## src/rtl/dense_pkg.sv

```systemverilog
`default_nettype none
// ============================================================================
// Module   : dense_pkg
// Brief    : Shared constants, logit type and scan-state encoding for the
//            dense classifier datapath (dense_top / dense_argmax).
// Revision : 1.0 - initial release
// ============================================================================
package dense_pkg;

    localparam int DENSE_DATA_WIDTH = 8;
    localparam int DENSE_NUM_CLASS  = 7;

    typedef logic signed [DENSE_DATA_WIDTH-1:0] logit_t;

    typedef enum logic [0:0] {
        IDLE = 1'b0,
        SCAN = 1'b1
    } state_t;

endpackage : dense_pkg
`default_nettype wire

```

## src/rtl/dense_argmax_top2_update.sv

```systemverilog
`default_nettype none
// ============================================================================
// Module   : top2_update
// Brief    : Combinational top-2 tracker step. Folds one candidate logit into
//            the running (best, second, best_idx) triple. Strict compare on
//            best keeps the lowest index on ties; an equal value still lands
//            in second so a tie reports a zero margin.
// Revision : 1.0 - initial release
// ============================================================================
module top2_update
    import dense_pkg::*;
#(
    parameter int   DATA_WIDTH = DENSE_DATA_WIDTH,
    parameter int   NUM_CLASS  = DENSE_NUM_CLASS,
    localparam int  IDX_WIDTH  = $clog2(NUM_CLASS)
) (
    input  logic signed [DATA_WIDTH-1:0] i_best,
    input  logic signed [DATA_WIDTH-1:0] i_second,
    input  logic        [IDX_WIDTH-1:0]  i_best_idx,
    input  logic signed [DATA_WIDTH-1:0] i_cand,
    input  logic        [IDX_WIDTH-1:0]  i_cand_idx,
    output logic signed [DATA_WIDTH-1:0] o_best,
    output logic signed [DATA_WIDTH-1:0] o_second,
    output logic        [IDX_WIDTH-1:0]  o_best_idx
);

    // Signed compare of the candidate against the current top-2 pair
    always_comb begin
        o_best     = i_best;
        o_second   = i_second;
        o_best_idx = i_best_idx;
        if (i_cand > i_best) begin
            o_second   = i_best;
            o_best     = i_cand;
            o_best_idx = i_cand_idx;
        end else if (i_cand > i_second) begin
            o_second   = i_cand;
        end
    end

endmodule : top2_update
`default_nettype wire

```

## src/rtl/dense_argmax.sv

```systemverilog
`default_nettype none
// ============================================================================
// Module   : dense_argmax
// Brief    : Serial argmax over the dense_top logit vector. Latches the vector
//            on valid_i, scans one lane per cycle and reports the winning
//            class, its logit and the top-1/top-2 margin with a result strobe.
//            Vectors arriving mid-scan are dropped and flagged on drop_o.
// Revision : 1.0 - initial release
// ============================================================================
module dense_argmax
    import dense_pkg::*;
#(
    parameter int   DATA_WIDTH = DENSE_DATA_WIDTH,
    parameter int   NUM_CLASS  = DENSE_NUM_CLASS,
    localparam int  IDX_WIDTH  = $clog2(NUM_CLASS)
) (
    input  logic                            clk,
    input  logic                            rstn,
    input  logic [DATA_WIDTH*NUM_CLASS-1:0] data_i,
    input  logic                            valid_i,
    output logic                            busy_o,
    output logic [IDX_WIDTH-1:0]            class_o,
    output logic [DATA_WIDTH-1:0]           max_o,
    output logic [DATA_WIDTH:0]             margin_o,
    output logic                            valid_o,
    output logic                            drop_o
);

    localparam logic signed [DATA_WIDTH-1:0] c_MOST_NEG = {1'b1, {(DATA_WIDTH-1){1'b0}}};
    localparam logic [IDX_WIDTH-1:0]         c_LAST_IDX = IDX_WIDTH'(NUM_CLASS - 1);

    state_t                          r_state;
    logic signed [DATA_WIDTH-1:0]    r_lane [NUM_CLASS];
    logic signed [DATA_WIDTH-1:0]    r_best;
    logic signed [DATA_WIDTH-1:0]    r_second;
    logic        [IDX_WIDTH-1:0]     r_best_idx;
    logic        [IDX_WIDTH-1:0]     r_idx;

    logic signed [DATA_WIDTH-1:0]    w_nbest;
    logic signed [DATA_WIDTH-1:0]    w_nsecond;
    logic        [IDX_WIDTH-1:0]     w_nbest_idx;
    logic        [DATA_WIDTH:0]      w_margin;

    top2_update #(
        .DATA_WIDTH (DATA_WIDTH),
        .NUM_CLASS  (NUM_CLASS)
    ) u_top2 (
        .i_best     (r_best),
        .i_second   (r_second),
        .i_best_idx (r_best_idx),
        .i_cand     (r_lane[r_idx]),
        .i_cand_idx (r_idx),
        .o_best     (w_nbest),
        .o_second   (w_nsecond),
        .o_best_idx (w_nbest_idx)
    );

    // Sign-extend one bit so best-second never overflows; best >= second keeps it non-negative
    assign w_margin = {w_nbest[DATA_WIDTH-1], w_nbest} - {w_nsecond[DATA_WIDTH-1], w_nsecond};

    // Scan FSM, lane counter, top-2 state and registered result outputs
    always_ff @(posedge clk) begin
        if (!rstn) begin
            r_state    <= IDLE;
            r_best     <= '0;
            r_second   <= '0;
            r_best_idx <= '0;
            r_idx      <= '0;
            for (int k = 0; k < NUM_CLASS; k++) begin
                r_lane[k] <= '0;
            end
            busy_o     <= 1'b0;
            valid_o    <= 1'b0;
            drop_o     <= 1'b0;
            class_o    <= '0;
            max_o      <= '0;
            margin_o   <= '0;
        end else begin
            valid_o <= 1'b0;
            drop_o  <= 1'b0;
            case (r_state)
                IDLE: begin
                    if (valid_i) begin
                        for (int k = 0; k < NUM_CLASS; k++) begin
                            r_lane[k] <= data_i[k*DATA_WIDTH +: DATA_WIDTH];
                        end
                        r_best     <= data_i[DATA_WIDTH-1:0];
                        r_second   <= c_MOST_NEG;
                        r_best_idx <= '0;
                        r_idx      <= IDX_WIDTH'(1);
                        busy_o     <= 1'b1;
                        r_state    <= SCAN;
                    end
                end
                SCAN: begin
                    drop_o     <= valid_i;
                    r_best     <= w_nbest;
                    r_second   <= w_nsecond;
                    r_best_idx <= w_nbest_idx;
                    r_idx      <= r_idx + IDX_WIDTH'(1);
                    if (r_idx == c_LAST_IDX) begin
                        class_o  <= w_nbest_idx;
                        max_o    <= w_nbest;
                        margin_o <= w_margin;
                        valid_o  <= 1'b1;
                        busy_o   <= 1'b0;
                        r_idx    <= '0;
                        r_state  <= IDLE;
                    end
                end
                default: r_state <= IDLE;
            endcase
        end
    end

endmodule : dense_argmax
`default_nettype wire

```

## config.mk

```make
export PLATFORM = sky130hd
export DESIGN_NAME = dense_argmax
export DESIGN_NICKNAME = d
export VERILOG_FILES = /design/src/rtl/dense_pkg.sv /design/src/rtl/dense_argmax_top2_update.sv /design/src/rtl/dense_argmax.sv
export SDC_FILE = /design/constraint.sdc
export NUM_CORES = 1
export LEC_CHECK = 0
export BUFFER_PORTS_ARGS = -buffer_cell sky130_fd_sc_hd__buf_2
export CAP_MARGIN = 0
export CORE_MARGIN = 5
export CORE_UTILIZATION = 25
export CTS_CLUSTER_DIAMETER = 150
export DETAILED_ROUTE_END_ITERATION = 10
export PLACE_DENSITY_LB_ADDON = 0.25
export SETUP_SLACK_MARGIN = 0.1
export SLEW_MARGIN = 20
export SYNTH_ARGS = -nofsm -noshare
export SYNTH_HDL_FRONTEND = slang
export SYNTH_SLANG_ARGS = --single-unit
```

## constraint.sdc

```tcl
create_clock -name clk -period 6.32 [get_ports clk]
set_input_delay 0.316 -clock clk [delete_from_list [all_inputs] [get_ports clk]]
set_output_delay 0.316 -clock clk [all_outputs]
set_load 0.01 [all_outputs]
```

==> metrics.cfg <==
[worst_hold_path]
hp-class=primary input to flip-flop

[routing]
avgViaCountPerCell=4.65
totalWireLength_mm=14.6
num_vias=3919
wire_per_inst_um=17.3
ant_nets=0
drtIter0Drc=249
drcViolationCount=0
dr.pass1.iters=4

[grt]
grt_max_degree=58
groute.usage.overall_pct=12.3
grt_pass1_vias=4135
grt.overflow.total=0
grt_pass1_wl_mm=23.2
antenna_found_initial=0

[logic_synthesis]
synthesis.nets=578
synth_top_area_cell=edfxtp_1
synthTopCellsByArea=edfxtp_1 32%, dfxtp_1 19%, and2_1 6.7%, ha_1 5.7%, mux2i_1 3.4%
yosysUniqueCellTypes=51
avgSynthCellArea_um2=10.7
synth_flop_cell=edfxtp_1
syn-cell-area_um2=5290
synth_warnings=0
ys_ff_latch=105
synth_top_area_share_pct=31.8
postSynth.asyncResetShare_pct=0
synth_most_common_cell=and2_1
synth.top_cells.by_count=57 x and2_1, 56 x edfxtp_1, 49 x dfxtp_1
synthCells=494
synth_edf_count=56
yosysSeqAreaShare_pct=50.3

[clock_network]
cts_buffers=9
ctsResizeCount=0
cts_sinks=105
clockBufferDepth=2
clkSlewWorstSetupHoldPaths_ns=0.08
clk_latency_ns=0.36
clk_root_buffer_cell=clkbuf_16
cts_max_level=3
cts_tree=done
cts_hold_buf=0
cts_setup_buffers=0

[critical_path]
worst_ep_required_time_ns=6.60
endpoint_kind=flip-flop
worstPathMaxFanout=14
start_kind=flip-flop
critPathArrivalTime_ns=5.61
critical_path_class=flip-flop to flip-flop

[run]
maxCapViolCount=0

[timing]
slew_headroom_pct=34.5
fin_skew_ns=0.0113
max_clock_freq_mhz=188
rsz0062_at_grt=no
setup_viol_count_final=0
period_share_pct=84.4
tightest_slew_ns=0.981
period_needed_ns=5.33
hold_violations=0
fin_ws_ns=0.988
slew_viol_final=0
hold_slack_ns=0.233
timing.setup.tns_ns=0

[power]
power_density_nw_per_um2=309
total_power_uw=1940
p_leak_uw=0.00247
irDropWorstVdd_uv=121

[placement]
portBuffers=81
place_ws_ns=0.990
hpwlAfterDp_mm=10.5
gp_congestion=0.796

[floorplanning]
die_y_um=155
start_util_pct=25.2
design.die.area_um2=24200
num_io_pins=82
rows=53
coreArea_um2=21000
die_w_um=155

[cells_and_area]
antennaDiodeCount=0
fillers=2218
syn2layout_area_growth_pct=18.7
final_nets=646
post-route-util_pct=29.9
drive_gt1_share_pct=22.8

[outcome]
status=finished clean

==> cell families (layout without fill, tap and decap cells) <==
family                     after synthesis  in the layout  share of synthesized area, %
xor gates and xnor gates                 5              5                         0.828
buffers and inverters                   51            124                          4.07
muxes                                   42             42                          10.6
AOI/OAI and AO/OA                       92             92                          10.9
DFF                                    105            105                          50.3
adders and majority gates               25             25                          6.06
and+or+nand+nor                        174            174                          17.2
==> worst paths after layout <==
kind                       end  startpoint  cells after the start  slack [ns]
setup / recovery   margin_o[6]   flip-flop                     15        0.99
hold / removal    r_lane[2][2]  data_i[18]                      2        0.23
setup reg to reg   margin_o[6]   flip-flop                     15        0.99
hold reg to reg     class_o[0]  class_o[0]                      2        0.46
==> flip-flops by register name, summed over array words and instances, names as in the netlist, 3 cells and up, named ones only <==
name / flops
r_second: 8
class_o: 3
r_best_idx: 3
margin_o: 9
max_o: 8
r_idx: 3
r_lane: 56
r_best: 8
==> where the power goes <==
| part | leakage (µW) | total, µW | switching [µW] | internal (µW) |
|---|---|---|---|---|
| registers | 0.00100 | 794 | 30.8 | 763 |
| logic | 0.00131 | 551 | 320 | 231 |
| clock network | 0.000158 | 592 | 272 | 320 |
==> layer usage <==
| layer | up-vias | wire, µm | global-route usage, % |
|---|---|---|---|
| met1 | 1871 | 7080 | 17.6 |
| met4 | 0 | 212 | 3.29 |
| met3 | 17 | 793 | 3.31 |
| li1 | 1929 | - | - |
| met2 | 102 | 6500 | 18.5 |
| met5 | - | 0 | 0 |
==> cell usage in the layout, fill, tap and decap left out, types with 4 or more instances in the layout <==
| master | count |
|---|---|
| a211oi_1 | 4 |
| a21o_1 | 4 |
| a21oi_1 | 20 |
| a221o_1 | 5 |
| a32oi_1 | 7 |
| and2_1 | 57 |
| buf_2 | 81 |
| buf_4 | 5 |
| clkbuf_16 | 11 |
| dfxtp_1 | 49 |
| edfxtp_1 | 56 |
| ha_1 | 24 |
| inv_1 | 20 |
| mux2_2 | 15 |
| mux2i_1 | 18 |
| mux4_1 | 4 |
| mux4_2 | 4 |
| nand2_1 | 36 |
| nand2b_1 | 4 |
| nand3_1 | 29 |
| nand4_1 | 12 |
| nor2_1 | 20 |
| nor3_1 | 5 |
| o21ai_0 | 33 |
| o22ai_1 | 5 |
| xnor2_1 | 4 |
==> critical path, cell delays in order, from the launching register on <==
cell,delay [ns]
dfxtp_1,0.93
buf_4,0.28
mux4_2,0.50
mux2_2,0.35
ha_1,0.21
nor4b_1,0.28
o221ai_1,0.24
nand2_1,0.44
mux2_2,0.42
fa_1,0.43
a21o_1,0.19
a21o_1,0.19
a211oi_1,0.34
nor2_1,0.09
xnor2_1,0.13
a211oi_1,0.22
==> final cells by class <==
cell class	count	area (µm²)	area share [%]
inverters	22	82.6	1.32
flip-flops and latches	105	2660	42.4
clock inverters	5	38.8	0.618
repair buffers	86	443	7.06
clock buffers	11	275	4.39
well taps	275	344	5.48
multi-input cells	338	2430	38.7
==> stage by stage <==
stage	std cells	area [µm²]
2_1_floorplan	494	5290
3_3_place_gp	826	5960
3_5_place_dp	826	5960
4_1_cts	842	6280
5_1_grt	842	6280
6_report	842	6280
Power figures use the tool's default switching activity.
